`src/rtl/fft_mc_ctrl.sv`:
```
// Multi-channel FFT core controller: per frame sends one config beat, streams EPOCH_LENGTH
// samples into the core, then tags core output beats with channel and bin index.
module fft_mc_ctrl #(
  parameter int DATA_W       = 32,
  parameter int EPOCH_LENGTH = 256,
  parameter int NUM_CH       = 4,
  parameter int SCALE_W      = 8,
  localparam int BIN_W       = $clog2(EPOCH_LENGTH),
  localparam int CH_W        = (NUM_CH > 1) ? $clog2(NUM_CH) : 1,
  localparam int CFG_W       = 8 * ((SCALE_W + 8) / 8)
) (
  input  logic                clk,
  input  logic                rst,
  input  logic                en,
  input  logic                cfg_inv,
  input  logic [SCALE_W-1:0]  cfg_scale,
  input  logic [DATA_W-1:0]   in_data,
  input  logic                in_valid,
  output logic                in_ready,
  output logic [CFG_W-1:0]    s_axis_config_tdata,
  output logic                s_axis_config_tvalid,
  input  logic                s_axis_config_tready,
  output logic [2*DATA_W-1:0] s_axis_data_tdata,
  output logic                s_axis_data_tvalid,
  output logic                s_axis_data_tlast,
  input  logic                s_axis_data_tready,
  input  logic [2*DATA_W-1:0] m_axis_data_tdata,
  input  logic                m_axis_data_tvalid,
  input  logic                m_axis_data_tlast,
  output logic [DATA_W-1:0]   o_fft_real,
  output logic [DATA_W-1:0]   o_fft_imag,
  output logic                o_fft_valid,
  output logic                o_fft_done,
  output logic [CH_W-1:0]     o_fft_ch,
  output logic [BIN_W-1:0]    o_fft_bin,
  output logic                o_busy,
  output logic                o_err_tlast
);

  typedef enum logic [1:0] {StIdle, StCfg, StData, StWaitOut} state_t;

  localparam logic [BIN_W-1:0] LastBin = BIN_W'(EPOCH_LENGTH - 1);
  localparam logic [CH_W-1:0]  LastCh  = CH_W'(NUM_CH - 1);

  state_t             r_state;
  logic [CFG_W-1:0]   r_cfg;
  logic [BIN_W-1:0]   r_smp_cnt;
  logic [BIN_W-1:0]   r_bin_cnt;
  logic [CH_W-1:0]    r_ch_cnt;
  logic [DATA_W-1:0]  r_fft_real;
  logic [DATA_W-1:0]  r_fft_imag;
  logic               r_fft_valid;
  logic               r_fft_done;
  logic [CH_W-1:0]    r_fft_ch;
  logic [BIN_W-1:0]   r_fft_bin;
  logic               r_err_tlast;

  logic w_in_data;
  logic w_data_xfer;
  logic w_last_bin;

  assign w_in_data   = (r_state == StData);
  assign w_data_xfer = w_in_data && in_valid && s_axis_data_tready;
  assign w_last_bin  = (r_bin_cnt == LastBin);

  // Sample path is combinational so the core sees zero added latency.
  assign in_ready             = w_in_data && s_axis_data_tready;
  assign s_axis_data_tvalid   = w_in_data && in_valid;
  assign s_axis_data_tlast    = w_in_data && (r_smp_cnt == LastBin);
  assign s_axis_data_tdata    = {{DATA_W{1'b0}}, in_data};
  assign s_axis_config_tvalid = (r_state == StCfg);
  assign s_axis_config_tdata  = r_cfg;

  assign o_fft_real  = r_fft_real;
  assign o_fft_imag  = r_fft_imag;
  assign o_fft_valid = r_fft_valid;
  assign o_fft_done  = r_fft_done;
  assign o_fft_ch    = r_fft_ch;
  assign o_fft_bin   = r_fft_bin;
  assign o_busy      = (r_state != StIdle);
  assign o_err_tlast = r_err_tlast;

  always_ff @(posedge clk) begin
    if (rst) begin
      r_state     <= StIdle;
      r_cfg       <= '0;
      r_smp_cnt   <= '0;
      r_bin_cnt   <= '0;
      r_ch_cnt    <= '0;
      r_fft_real  <= '0;
      r_fft_imag  <= '0;
      r_fft_valid <= 1'b0;
      r_fft_done  <= 1'b0;
      r_fft_ch    <= '0;
      r_fft_bin   <= '0;
      r_err_tlast <= 1'b0;
    end else begin
      unique case (r_state)
        StIdle: begin
          if (en) begin
            r_state <= StCfg;
            r_cfg   <= CFG_W'({cfg_scale, cfg_inv});
          end
        end
        StCfg: begin
          if (s_axis_config_tready) r_state <= StData;
        end
        StData: begin
          if (w_data_xfer) begin
            if (r_smp_cnt == LastBin) begin
              r_smp_cnt <= '0;
              r_state   <= StWaitOut;
            end else begin
              r_smp_cnt <= r_smp_cnt + 1'b1;
            end
          end
        end
        StWaitOut: begin
          if (m_axis_data_tvalid && w_last_bin) begin
            r_state  <= StIdle;
            r_ch_cnt <= (r_ch_cnt == LastCh) ? '0 : r_ch_cnt + 1'b1;
          end
        end
        default: r_state <= StIdle;
      endcase

      // Output beats are tagged in every state; only WAIT_OUT lets them end the frame.
      r_fft_valid <= m_axis_data_tvalid;
      r_fft_done  <= m_axis_data_tvalid && w_last_bin;
      if (m_axis_data_tvalid) begin
        r_fft_real <= m_axis_data_tdata[DATA_W-1:0];
        r_fft_imag <= m_axis_data_tdata[2*DATA_W-1:DATA_W];
        r_fft_bin  <= r_bin_cnt;
        r_fft_ch   <= r_ch_cnt;
        r_bin_cnt  <= w_last_bin ? '0 : r_bin_cnt + 1'b1;
        if (m_axis_data_tlast != w_last_bin) r_err_tlast <= 1'b1;
      end
    end
  end

endmodule

```
`config.mk`:
```
export PLATFORM = sky130hd
export DESIGN_NAME = fft_mc_ctrl
export DESIGN_NICKNAME = d
export VERILOG_FILES = /design/src/rtl/fft_mc_ctrl.sv
export SDC_FILE = /design/constraint.sdc
export NUM_CORES = 1
export LEC_CHECK = 0
export CAP_MARGIN = 25
export CORE_ASPECT_RATIO = 1.25
export CORE_UTILIZATION = 34
export DETAILED_ROUTE_END_ITERATION = 16
export HOLD_SLACK_MARGIN = 0.08
export PLACE_DENSITY = 0.82
export SYNTH_ARGS = -nofsm -noshare
export SYNTH_HDL_FRONTEND = slang
export SYNTH_SLANG_ARGS = --single-unit
```
`constraint.sdc`:
```
create_clock -name clk -period 1.55 [get_ports clk]
set_input_delay 0.31 -clock clk [delete_from_list [all_inputs] [get_ports clk]]
set_output_delay 0.31 -clock clk [all_outputs]
set_load 0.03 [all_outputs]
```
# == Word-level counts from Yosys, hierarchy flattened ==
# Cells that the tools add are included.
# word_totals
ff_bits,106
latchBits,0
ram_bits,0
mem_bits_ro,0
inputBits,113
wordCells,48
n_memories,0
# classes
addsub,3
n_mul,0
n_div,0
magnitude_cmp,0
eq_ne,12
shift,0
mux,9
bitwise,0
n_reduce_logical,12
# op_table
cell,count
8-bit by 1-bit adder with 8-bit output (second input constant),2
8-bit equality test (second input constant),2
8-bit 2-to-1 mux,2
2-bit 2-to-1 mux,6
2-bit case mux with 4 select lines,1
2-bit AND reduction,4
2-bit equality test (second input constant),3
2-bit by 1-bit != test with 1-bit output (second input constant),3
1-bit logical AND,5
5-bit AND reduction,1
2-bit != test (second input constant),2
2-bit by 1-bit adder with 2-bit output (second input constant),1
2-bit by 1-bit equality test with 1-bit output (second input constant),1
2-bit logical NOT,1
2-bit nonzero test,1
1-bit != test,1

# == Logic depth before layout (Yosys ltp) ==
# logic_depth
word_depth,5
depth_mapped,7

# == Worst setup path before layout ==
# Ideal clock, no wire load.
# synth_path
path_type,reg-to-reg
startpoint,register r_state[0]
endpoint,register r_state[0]
arrival_time_ns,1.558
setup_slack_ns,-0.093
path_stages_with_launch,8
period_less_slack_ns,1.643
path_cell_list,dfxtp_1 -> inv_1 -> ha_1 -> and3_1 -> buf_2 -> nand4_1 -> a221o_1 -> a211oi_1
# synth_between
elab_chain_cells,5
word_cells_on_any_way,13
# synth_lines
item,line_no,rtl
from (decl),45,state_t r_state;
from (signal assigned),85,r_state <= StIdle;
from (signal assigned),101,r_state <= StCfg;
from (signal assigned),106,if (s_axis_config_tready) r_state <= StData;
2-bit equality test,"62, 98",
1-bit logical AND (2 in a row),63,assign w_data_xfer = w_in_data && in_valid && s_axis_data_tready;
2-bit by 1-bit != test with 1-bit output (no source line),-,
5-bit AND reduction (no source line),-,
# Several ways; a longest one is shown, not always the timed one.
# A chain may end at the register's enable or synchronous reset.

# == Worst setup path in the final report ==
# layout_path
startpoint,register r_smp_cnt[1]
endpoint,output s_axis_data_tlast
# layout_between
elab_chain_cells,2
# layout_lines
item,line_no,rtl
from (decl),47,logic [BIN_W-1:0] r_smp_cnt;
from (signal assigned),114,r_smp_cnt <= r_smp_cnt + 1'b1;
8-bit equality test,69,assign s_axis_data_tlast = w_in_data && (r_smp_cnt == LastBin);
1-bit logical AND,69,
to (decl),25,"output logic s_axis_data_tlast,"
# Every way passes these cells.

==> results.cfg <==
[worst_setup_path]
cp-end-kind = output port
path_class = flop to output port
start_kind = flop
crit_family = flip-flops
cp.arrival_ns = 1.34
max_stage_delay_ns = 0.36
critPathBufInv = 1
cp.required_ns = 1.24
crit_path_cell_trace = ha_4 -> and2_4 -> and4_1 -> buf_6
path_max_fanout = 3
slowest_stage = dfxtp_4

[pwr]
switching_share_pct = 29.40
pwr-share-clk_pct = 34.4
p_seq_share_pct = 39.5
combPwrFrac_pct = 26.1
p_switching_w = 0.002251
intPower_w = 0.005407
ir_worst_vdd_mv = 0.4862
power.leakage_nw = 3.137
power.density_nw_per_um2 = 1162

[yosys]
ys_ff_latch = 106
netlist_area_um2 = 4558
synthArstFlopShare_pct = 0
syn_area_per_cell_um2 = 9.496
synthTopCellsByCount = dfxtp_1, nor2_1, mux2i_1
synth_top_area_share_pct = 46.56
synthTopCellsByArea = dfxtp_1, mux2i_1, buf_4
synthFlopType = dfxtp_1
synth_cells = 480
synth.most_common_cell = dfxtp_1
yosysTopAreaCell = dfxtp_1
ys_warn_count = 0
synth_cell_type_count = 33
yosysSeqAreaShare_pct = 46.56
synth_edf_count = 0

[sta]
setup_ws_ns = -0.09808
drv_slew = 0
finClkSkew_ns = 0.003010
tightest_slew_ns = 0.5050
slew_headroom_pct = 66.33
hold_ws_ns = 0.3422
rsz0062_at_grt = yes
period_share_pct = 106.3
setup_tns_ns = -0.2196
setup_viol = 5
max_freq_ghz = 0.6068
final_hold_viol_count = 0
fin_crit_ns = 1.648

[cts]
clock-sinks = 106
tritoncts = yes
clock_path_buffers = 2
cts-root-buf = clkbuf_16
htree_levels = 3
clk_latency_ns = 0.33
holdBufCountCts = 0
numCtsBuffers = 9
clk_pin_slew_ns = 0.07

[die]
dieArea_um2 = 13880
num_io_pins = 275
floorplan.rows = 46
start_util_pct = 35.36
die_h_um = 131.5
die_width_um = 105.6
core_um2 = 12890

[outcome]
status = finished with violations
violations = setup timing

[drt]
drt_pass1_iterations = 4
route.detailed.drc = 0
wl_um = 11280
first_iter_violations = 91
antenna_left = 0
viasPerCell = 4.557
num_vias = 3664
wl_per_cell_um = 14.03

[cells_and_area]
utilization_pct = 51.12
diodes = 0
drive_gt1_share_pct = 11.16
nets = 752
syn2layout_area_growth_pct = 44.58

[placed_design]
hpwl_um = 8200
gp_congestion = 0.7538
port_buffers = 171

[global_routing]
antenna_found_initial = 0
grt_pass1_vias = 3763
grt_pass1_wl_um = 17960
grt_usage_pct = 16.16
grt_start_max_net_pins = 72
grt_overflow = 0

[min_path]
hold_path_class = primary input to flop

[run]
maxCapViolations = 0
-- placed cells by master, fill, tap and decap left out, types with 2 or more instances in the layout --
| master | netlist | layout |
|---|---|---|
| inv_1 | 6 | 3 |
| buf_12 | 0 | 4 |
| nand3_1 | 18 | 16 |
| clkbuf_16 | 0 | 9 |
| clkinvlp_4 | 0 | 2 |
| mux2i_1 | 76 | 76 |
| buf_4 | 71 | 23 |
| nand4_1 | 3 | 3 |
| ha_4 | 0 | 3 |
| dlygate4sd2_1 | 0 | 85 |
| and4_1 | 3 | 3 |
| dfxtp_4 | 0 | 3 |
| inv_2 | 0 | 2 |
| bufinv_16 | 0 | 3 |
| nand2b_1 | 4 | 4 |
| conb_1 | 1 | 39 |
| nor2b_1 | 2 | 2 |
| xor2_1 | 6 | 6 |
| a21oi_1 | 14 | 14 |
| buf_6 | 0 | 7 |
| and2_4 | 0 | 3 |
| nor2_1 | 87 | 87 |
| nor3_1 | 7 | 6 |
| nand2_1 | 20 | 20 |
| dfxtp_1 | 106 | 102 |
| o21ai_0 | 2 | 2 |
| clkdlybuf4s50_1 | 0 | 78 |
| xnor2_1 | 7 | 7 |
| ha_1 | 8 | 4 |
-- logic make-up after synthesis --
group,share of synthesized area [%]
simple gates,14.88
flops,46.56
buf+inv,14.47
mux,16.69
compound gates,2.636
xor+xnor,2.498
fa+ha+maj,2.196
other cells,0.08227
-- flip-flops by register name, summed over array words and instances, names as in the netlist --
register	flops
s_axis_config_tdata	9
o_fft_real	32
r_ch_cnt	2
o_fft_ch	2
r_state	2
o_fft_bin	8
r_bin_cnt	8
o_err_tlast	1
o_fft_done	1
o_fft_valid	1
r_smp_cnt	8
o_fft_imag	32
-- cell type report --
class	instances	area, µm²
fill	1193	6302
clock inverter	6	113.9
clock buffer	10	239.0
inverter	6	25.02
timing repair buffer	197	1857
multi-input combinational	311	2011
tap	168	210.2
sequential	106	2135
-- power by group through the flow --
| stage | registers [W] | logic (W) | clock network, W |
|---|---|---|---|
| after global routing | 0.00305 | 0.00214 | 0.00282 |
| after detailed placement | 0.00308 | 0.00186 | 0 |
| after floorplan | 0.00335 | 0.00103 | 0 |
| final | 0.00302 | 0.00200 | 0.00263 |
| after global placement | 0.00306 | 0.00181 | 0 |
| after CTS | 0.00302 | 0.00196 | 0.00270 |
-- what timing repair did --
| action | in CTS | in global routing |
|---|---|---|
| pin swaps | 3 | 4 |
| buffers inserted | 6 | 3 |
| endpoints found under the setup margin | 93 | 13 |
| gates resized for setup | 106 | 11 |
-- final timing paths --
path / from / endpoint / cells after the start / slack (ns)
max: r_smp_cnt[1] / s_axis_data_tlast / 4 / -0.1
min: rst / r_bin_cnt[6] / 2 / 0.34
max reg2reg: r_state[0] / r_state[0] / 7 / -0.04
min reg2reg: o_err_tlast / o_err_tlast / 2 / 0.44
-- metrics by stage --
| stage | cell area [µm²] | std cells | setup WS [ns] | total power [W] |
|---|---|---|---|---|
| final | 6590 | 804 | -0.09808 | 0.007658 |
| after global routing | 6590 | 804 | -0.1456 | 0.008010 |
| after CTS | 6523 | 801 | -0.1130 | 0.007682 |
| after detailed placement | 6156 | 779 | -0.2457 | 0.004934 |
| after global placement | 6156 | 779 | -0.2110 | 0.004872 |
| after floorplan | 4713 | 518 | 0.003530 | 0.004380 |
-- routing by layer --
metal,share of wire [%],wire (µm),GRT usage [%],vias up
met5,0,0,0,-
met4,2.7,303,7.022,0
met3,7.2,811,5.506,29
met2,52,5916,29.79,147
met1,38,4251,16.25,1712
li1,-,-,-,1776
(Power assumes the default switching activity.)
